$ cat config.mk
export PLATFORM = sky130hd
export DESIGN_NAME = if_fetch
export DESIGN_NICKNAME = d
export VERILOG_FILES = /design/src/rtl/if_fetch_pkg.sv /design/src/rtl/if_fetch_skid_buf.sv /design/src/rtl/if_fetch.sv
export SDC_FILE = /design/constraint.sdc
export NUM_CORES = 1
export LEC_CHECK = 0
export BUFFER_PORTS_ARGS = -buffer_cell sky130_fd_sc_hd__buf_2
export CAP_MARGIN = 20
export CORE_ASPECT_RATIO = 0.7
export CORE_MARGIN = 2
export CORE_UTILIZATION = 50
export CTS_CLUSTER_DIAMETER = 50
export CTS_CLUSTER_SIZE = 25
export DETAILED_ROUTE_END_ITERATION = 8
export GPL_ROUTABILITY_DRIVEN = 0
export PLACE_DENSITY = 0.83
export SLEW_MARGIN = 10
export SYNTH_ARGS = -nofsm -noshare
export SYNTH_HDL_FRONTEND = slang
export SYNTH_HIERARCHICAL = 1
export SYNTH_SLANG_ARGS = --single-unit
export TNS_END_PERCENT = 5
$ cat constraint.sdc
create_clock -name clk -period 3.6 [get_ports clk]
set_input_delay 0.18 -clock clk [delete_from_list [all_inputs] [get_ports clk]]
set_output_delay 0.18 -clock clk [all_outputs]
set_load 0.03 [all_outputs]
$ cat src/rtl/if_fetch_pkg.sv
// Shared definitions for the instruction-fetch front end: FSM state encodings
// and the NOP word presented to ID whenever no valid instruction is held.
package if_fetch_pkg;

    // FETCH: request the current pc
    // DROP : a flush left a request in flight; wait out its stale ack
    // HOLD : ID is stalled and the skid entry is occupied; no new request
    typedef enum logic [1:0] {
        ST_FETCH = 2'd0,
        ST_DROP  = 2'd1,
        ST_HOLD  = 2'd2
    } fetch_state_e;

    // Encoding of the instruction shown to ID while nothing valid is held
    localparam logic [31:0] NOP_INSTR = 32'h0000_0000;

endpackage

$ cat src/rtl/if_fetch_skid_buf.sv
// Output register toward the ID stage plus a single skid entry.
// A word loaded while ID is stalled on a valid instruction goes to the skid
// and moves to the output once the stall releases. A flush empties both.
module if_fetch_skid_buf
    import if_fetch_pkg::*;
#(
    parameter int              AW          = 32,
    parameter int              DW          = 32,
    parameter logic [DW-1:0]   RESET_INSTR = DW'(NOP_INSTR)
) (
    input  logic          clk,
    input  logic          rst,
    input  logic          load,
    input  logic [DW-1:0] in_instr,
    input  logic [AW-1:0] in_pc,
    input  logic          id_stall,
    input  logic          flush,
    output logic          out_valid,
    output logic [DW-1:0] out_instr,
    output logic [AW-1:0] out_pc,
    output logic          full
);

    logic          out_valid_q, out_valid_d;
    logic [DW-1:0] out_instr_q, out_instr_d;
    logic [AW-1:0] out_pc_q,    out_pc_d;
    logic          skid_full_q, skid_full_d;
    logic [DW-1:0] skid_instr_q, skid_instr_d;
    logic [AW-1:0] skid_pc_q,    skid_pc_d;

    // Next-state of output register and skid: flush first, then skid drain, then new load
    always_comb begin
        out_valid_d  = out_valid_q;
        out_instr_d  = out_instr_q;
        out_pc_d     = out_pc_q;
        skid_full_d  = skid_full_q;
        skid_instr_d = skid_instr_q;
        skid_pc_d    = skid_pc_q;

        if (flush) begin
            out_valid_d = 1'b0;
            skid_full_d = 1'b0;
        end else if (skid_full_q) begin
            if (!id_stall) begin
                out_valid_d = 1'b1;
                out_instr_d = skid_instr_q;
                out_pc_d    = skid_pc_q;
                skid_full_d = 1'b0;
            end
        end else if (load) begin
            if (!out_valid_q || !id_stall) begin
                out_valid_d = 1'b1;
                out_instr_d = in_instr;
                out_pc_d    = in_pc;
            end else begin
                skid_full_d  = 1'b1;
                skid_instr_d = in_instr;
                skid_pc_d    = in_pc;
            end
        end else if (!id_stall) begin
            out_valid_d = 1'b0;
        end

        if (!out_valid_d) begin
            out_instr_d = RESET_INSTR;
        end
    end

    // State registers with synchronous reset to an empty buffer showing NOP
    always_ff @(posedge clk) begin
        if (rst) begin
            out_valid_q  <= 1'b0;
            out_instr_q  <= RESET_INSTR;
            out_pc_q     <= '0;
            skid_full_q  <= 1'b0;
            skid_instr_q <= RESET_INSTR;
            skid_pc_q    <= '0;
        end else begin
            out_valid_q  <= out_valid_d;
            out_instr_q  <= out_instr_d;
            out_pc_q     <= out_pc_d;
            skid_full_q  <= skid_full_d;
            skid_instr_q <= skid_instr_d;
            skid_pc_q    <= skid_pc_d;
        end
    end

    assign out_valid = out_valid_q;
    assign out_instr = out_instr_q;
    assign out_pc    = out_pc_q;
    assign full      = skid_full_q;

endmodule

$ cat src/rtl/if_fetch.sv
// Instruction-fetch front end. Takes the pc from the PC generator, reads the
// word from instruction memory over a req/ack handshake (one request in
// flight at most) and hands {instr, pc} to ID through a skid buffer.
// stall_if holds the PC generator until the current pc has been fetched;
// a flush always releases it so the redirect target can load.
module if_fetch
    import if_fetch_pkg::*;
#(
    parameter int            AW          = 32,
    parameter int            DW          = 32,
    parameter logic [DW-1:0] RESET_INSTR = DW'(NOP_INSTR)
) (
    input  logic          clk,
    input  logic          rst,
    input  logic [AW-1:0] pc,
    output logic [AW-1:0] pc_plus_1_if,
    output logic          stall_if,
    input  logic          flush,
    output logic          imem_req,
    output logic [AW-1:0] imem_addr,
    input  logic          imem_ack,
    input  logic [DW-1:0] imem_rdata,
    output logic          instr_valid_id,
    output logic [DW-1:0] instr_id,
    output logic [AW-1:0] pc_id,
    input  logic          id_stall
);

    fetch_state_e  state_q, state_d;
    logic [AW-1:0] drop_addr_q, drop_addr_d;
    logic          buf_load;
    logic          buf_full;

    // Next state, drop address capture, buffer load and address mux
    always_comb begin
        state_d     = state_q;
        drop_addr_d = drop_addr_q;
        buf_load    = 1'b0;
        imem_addr   = pc;

        case (state_q)
            ST_FETCH: begin
                if (imem_ack) begin
                    if (!flush) begin
                        buf_load = 1'b1;
                        if (instr_valid_id && id_stall) begin
                            state_d = ST_HOLD;
                        end
                    end
                end else if (flush) begin
                    drop_addr_d = pc;
                    state_d     = ST_DROP;
                end
            end
            ST_DROP: begin
                imem_addr = drop_addr_q;
                if (imem_ack) begin
                    state_d = ST_FETCH;
                end
            end
            ST_HOLD: begin
                if (flush || !id_stall) begin
                    state_d = ST_FETCH;
                end
            end
            default: begin
                state_d = ST_FETCH;
            end
        endcase
    end

    // FSM state and drop address registers
    always_ff @(posedge clk) begin
        if (rst) begin
            state_q     <= ST_FETCH;
            drop_addr_q <= '0;
        end else begin
            state_q     <= state_d;
            drop_addr_q <= drop_addr_d;
        end
    end

    // A request is never raised while the skid holds an unconsumed word
    assign imem_req = !rst && (state_q != ST_HOLD) && !buf_full;

    assign stall_if = !flush && !((state_q == ST_FETCH) && imem_ack);

    assign pc_plus_1_if = pc + AW'(1);

    if_fetch_skid_buf #(
        .AW          (AW),
        .DW          (DW),
        .RESET_INSTR (RESET_INSTR)
    ) u_skid_buf (
        .clk       (clk),
        .rst       (rst),
        .load      (buf_load),
        .in_instr  (imem_rdata),
        .in_pc     (pc),
        .id_stall  (id_stall),
        .flush     (flush),
        .out_valid (instr_valid_id),
        .out_instr (instr_id),
        .out_pc    (pc_id),
        .full      (buf_full)
    );

endmodule

==> flow_summary.ini, run 1 <==
[drt]
drt_wl_total_um = 22600
wl_met2_um = 10200
met3_length_um = 1840
wl_met1_um = 10200
antenna_left = 0
wire_per_inst_um = 18.2
dr.max_layer_used = met4
num_vias = 7389
drc_errors = 0
drt-initial-drc-count = 591
avgViaCountPerCell = 5.96
dr.pass1.iters = 5

[timing]
timing.final.crit_share = 0.725
hold_viol = 0
post-route-min-period_ns = 2.61
slew-limit-headroom = 0.308
tightest_slew_ns = 1.04
rsz0062_at_grt = no
fin_setup_tns_ns = 0
skew_ns = 0.0135
timing.fmax_mhz = 383
final-max-slew-violation-count = 0
setup_viol = 0

[logic_synthesis]
synth_top_area_share = 0.413
yosysTopAreaCell = dfxtp_1
avgSynthCellArea_um2 = 9.00
syn_inst = 884
async_reset_ff_frac = 0
yosysWarnings = 6
synth_area_leaders = dfxtp_1 (41%), a21oi_1 (10%), mux2i_1 (8.1%), a211oi_2 (6.1%), nand3_1 (4.8%)
ys_seq_elements = 164
synth_edf_count = 0
synth_common_cells = dfxtp_1 (164), a21oi_1 (163), nand3_1 (76), nand2_1 (75)
yosysMostFrequentCell = dfxtp_1
synth_nets = 954
synthDistinctLibCells = 43
seq_area_frac_synth = 0.413
syn_area_um2 = 7960
synthFlopType = dfxtp_1

[global_route]
grt_pass1_wl_um = 35500
antenna_found_initial = 1
grt_max_degree = 89
globalRouteTotalUtil = 0.260
grt_pass1_vias = 6905
grt_overflow_total = 0

[die]
core-area_um2 = 15500
dieArea_um2 = 17000
dieHeight_um = 110
start_util = 0.512
die_x_um = 155
io_pins = 200
fp-row-count = 38

[critical_path]
slowest_delay_ns = 0.77
worst_ep_arrival_time_ns = 2.88
path_cells = nor2_1 -> nand2_1 -> nor2_1 -> nand4bb_4 -> o21ai_0 -> a21oi_1
crit_type = reg -> reg
start_kind = register
worst_ep_required_time_ns = 3.87
cp_max_fo = 64
worst-path-buf-inv = 0
cp_common_cell = nor2_1
end_kind = register
cp_top_family = simple AND/OR/NAND/NOR gates
cpMaxStageDelayCell = nand4bb_4

[hold_path]
hp-class = in -> reg

[cts]
cts_tree = yes
clock_sinks = 164
cts-root-buf = clkbuf_16
cts_resized = 0
cts_setup_buffers = 0
cts.clk_slew.worst_paths_ns = 0.07
cts_made_buffers = 17
cts_hold_buf = 0
worstSkewPairLatency_ns = 0.41
cts_buffer_depth = 2
htreeDepth = 4

[run_status]
status = finished clean

[placed_design]
portBuffers = 199
place_inst = 1206
hpwlAfterDp_um = 13800

[cells_and_area]
final_cells = 1239
drive_gt1_frac = 0.321
final_nets = 1095
area_growth_pct = 19.0
fillers = 1333

[job]
maxCapViolCount = 0

[pwr]
leakage_nw = 3.48
ir_drop_mv = 0.269
power_density_nw_per_um2 = 445
-- tightest hold or removal path, stage by stage --
cell and delay, ns:
buf_2 0.10, nand3_1 0.06, a21oi_1 0.05
-- final timing paths --
path | startpoint | cells past startpoint | slack, ns | endpoint
worst min register to register | drop_addr_q[29] | 2 | 0.45 | drop_addr_q[29]
worst max-delay path | state_q[0] | 6 | 0.99 | u_skid_buf/skid_pc_q[18]
worst min-delay path | imem_rdata[8] | 3 | 0.03 | u_skid_buf/skid_instr_q[8]
worst max register to register | state_q[0] | 6 | 0.99 | u_skid_buf/skid_pc_q[18]
-- through the flow --
| stage | setup WS [ns] | hold slack [ns] | total power, mW | cell area, um2 | utilization |
|---|---|---|---|---|---|
| after floorplan | 1.83 | 0.257 | 2.31 | 7960 | - |
| after global placement | 1.16 | 0.439 | 2.50 | 8900 | 0.572 |
| after detailed placement | 1.07 | 0.444 | 2.51 | 8900 | 0.572 |
| after CTS | 1.03 | 0.0122 | 4.24 | 9460 | 0.609 |
| after global routing | 0.773 | 0.0137 | 4.35 | 9460 | 0.609 |
| final | 0.991 | 0.0266 | 4.22 | 9470 | 0.609 |
-- state kept, by name, summed over array words and instances, names as in the netlist --
| name | flops |
|---|---|
| drop_addr_q | 32 |
| u_skid_buf/out_instr | 32 |
| u_skid_buf/out_pc | 32 |
| u_skid_buf/skid_instr_q | 32 |
| u_skid_buf/skid_pc_q | 32 |
| state_q | 2 |
| u_skid_buf/full | 1 |
| u_skid_buf/out_valid | 1 |
-- cells by family after synthesis --
kind of cell,share of synthesized area
XOR/XNOR,0.0330
AO/OA/AOI/OAI,0.233
buffers and inverters,0.0587
AND/OR/NAND/NOR,0.135
flip-flops,0.413
adder cells (fa/ha/maj),0.00157
multiplexers,0.126
-- cells in the final DEF, fill, tap and decap left out, types with 4 or more instances in the layout --
cell / instances
buf_2: 198
a21oi_1: 163
dfxtp_1: 163
nand3_1: 76
nand2_1: 75
mux2i_1: 64
o21ai_0: 64
a211oi_2: 39
mux2_2: 32
a211oi_1: 26
clkbuf_16: 17
xor2_1: 16
xnor2_1: 14
nor2_1: 12
buf_4: 10
inv_1: 7
and3_1: 7
nand4_1: 4
nor4_1: 4
-- where the power goes --
group	switching, mW	internal, mW	total, mW
combinational	0.422	0.179	0.601
sequential	0.0219	1.85	1.88
clock	0.795	0.944	1.74
total	1.24	2.98	4.22
-- cell type report --
| type | count | area, um2 | share of cell area |
|---|---|---|---|
| clock buffers | 19 | 453 | 0.0479 |
| diodes | 1 | 2.50 | 0.000264 |
| repair buffers | 208 | 1070 | 0.113 |
| inverters | 8 | 30.0 | 0.00317 |
| flip-flops and latches | 164 | 3290 | 0.347 |
| clock inverters | 13 | 114 | 0.0120 |
| well taps | 200 | 250 | 0.0264 |
| multi-input cells | 626 | 4260 | 0.450 |
-- routing by layer --
layer / vias up / GRT usage
li1: 3475 / -
met1: 3555 / 0.360
met2: 337 / 0.413
met3: 22 / 0.0595
met4: 0 / 0.0688
met5: - / 0
Power figures use the tool's default switching activity.
==> run 2: changes to the inputs <==
==> constraint.sdc (replaced) <==
create_clock -name clk -period 2.6 [get_ports clk]
set_input_delay 0.13 -clock clk [delete_from_list [all_inputs] [get_ports clk]]
set_output_delay 0.13 -clock clk [all_outputs]
set_load 0.03 [all_outputs]
==> run 2 against run 1 <==
Register-to-register slack got worse by 0.73 ns. Clock skew increased by 0.0018 ns. Largest power group is now clock. Critical endpoint is now u_skid_buf/out_instr[17]. Non-clock buffer count increased by 44. Fmax increased by 11%.
==> flow_summary.ini, run 2 (synthesis results as in run 1) <==
[run_status]
status = finished clean

[timing]
setup_viol = 0
tightest_slew_ns = 1.09
slew-limit-headroom = 0.270
final-max-slew-violation-count = 0
post-route-min-period_ns = 2.34
skew_ns = 0.0153
timing.fmax_mhz = 427
timing.final.crit_share = 0.901
rsz0062_at_grt = no
fin_setup_tns_ns = 0
hold_viol = 0
fin_hold_ws_ns = 0.0113

[critical_path]
slowest_delay_ns = 0.50
path_cells = nor2_1 -> nand2_1 -> nor2_1 -> o21ba_2 -> buf_4 -> a21oi_1 -> a211oi_2
worst_ep_required_time_ns = 2.93
worst_ep_arrival_time_ns = 2.67
r2r_end = u_skid_buf/out_instr[17]
regToRegSetupSlack_ns = 0.26
reg2reg_from = state_q[0]
cp_common_cell = nor2_1
start_kind = register
cp_max_fo = 49
end_kind = register
crit_type = reg -> reg
r2r_cells = 7
cpMaxStageDelayCell = buf_4
worst-path-buf-inv = 1
cp_top_family = simple AND/OR/NAND/NOR gates

[cts]
cts-root-buf = clkbuf_16
worstSkewPairLatency_ns = 0.42
cts.clk_slew.worst_paths_ns = 0.07
cts_buffer_depth = 2
clock_sinks = 164
cts_tree = yes
cts_made_buffers = 17
htreeDepth = 4
cts_resized = 0

[cells_and_area]
final_nets = 1139
area_growth_pct = 25.2
final_cell_mix = buf_2 (198), a21oi_1 (163), dfxtp_1 (163), nand3_1 (76), nand2_1 (75)
drive_gt1_frac = 0.319
final_common_cell = buf_2

[global_route]
grt_pass1_vias = 7167
grtUsageMet1 = 0.393
grt.met2_usage = 0.436
grt_overflow_total = 0
globalRouteTotalUtil = 0.280
antenna_found_initial = 1
top_usage_layer = met2
grt_max_degree = 66
grtUsageMet3 = 0.0548
grt_pass1_wl_um = 37600

[die]
fp-row-count = 38
die_x_um = 155
start_util = 0.512
dieHeight_um = 110
dieArea_um2 = 17000
io_pins = 200
core-area_um2 = 15500

[drt]
drt-initial-drc-count = 693
dr.pass1.iters = 5
drc_errors = 0
wire_per_inst_um = 18.8
antenna_left = 0
avgViaCountPerCell = 5.90
drt_wl_total_um = 24100
num_vias = 7570

[pwr]
leakage_nw = 3.71
power_density_nw_per_um2 = 616
ir_drop_mv = 0.498

[placed_design]
portBuffers = 199
hpwlAfterDp_um = 15000

[hold_path]
min_to = drop_addr_q[15]
hp-class = in -> reg
hold_path_depth = 3
min_from = pc[15]

[job]
maxCapViolCount = 0
## run 2: through the flow
step	power [mW]	area, um2	instances	setup WS (ns)	util
detailed placement	3.50	9020	1218	0.329	0.580
global route	6.34	9960	1282	0.0736	0.641
CTS	6.16	9960	1282	0.294	0.641
floorplan	3.20	7960	884	0.889	-
finish	6.14	9960	1283	0.257	0.641
global placement	3.49	9020	1218	0.453	0.580
## run 2: final cells by class
type | instances | area, um2
clock inverters | 15 | 193
fillers | 1312 | 5580
flip-flops and latches | 164 | 3290
multi-input cells | 626 | 4260
well taps | 200 | 250
diodes | 1 | 2.50
clock buffers | 17 | 425
repair buffers | 252 | 1510
inverters | 8 | 30.0
## run 2: repair_timing
item                       4_1_cts  5_1_grt
setup buffers                    0        0
setup endpoints to repair        0        0
hold endpoints to repair        32        0
hold buffers                    32        0
## run 2: worst register-to-register path, stage by stage (launching register included)
cell      delay [ns]
dfxtp_1         0.36
nor2_1          0.20
nand2_1         0.07
nor2_1          0.43
o21ba_2         0.23
buf_4           0.50
a21oi_1         0.22
a211oi_2        0.26
## run 2: routing by layer
layer | up-vias | share of wire
li1 | 3568 | -
met1 | 3630 | 0.46
met2 | 341 | 0.45
met3 | 31 | 0.075
met4 | 0 | 0.018
met5 | - | 0
## run 2: worst max-delay path by stage
stage,start,endpoint,slack (ns),depth (start not counted)
after CTS,state_q[0],u_skid_buf/out_instr[8],0.29,7
after global placement,state_q[0],u_skid_buf/out_instr[26],0.45,7
final,state_q[0],u_skid_buf/out_instr[17],0.26,7
after floorplan,state_q[0],u_skid_buf/out_instr[10],0.89,8
after global routing,state_q[0],u_skid_buf/out_instr[8],0.07,7
after detailed placement,state_q[0],u_skid_buf/out_instr[8],0.33,7
## run 2: where the power goes
part | total, mW | switching, mW | internal (mW)
clock | 2.65 | 1.11 | 1.54
sequential | 2.60 | 0.0338 | 2.57
combinational | 0.891 | 0.601 | 0.290
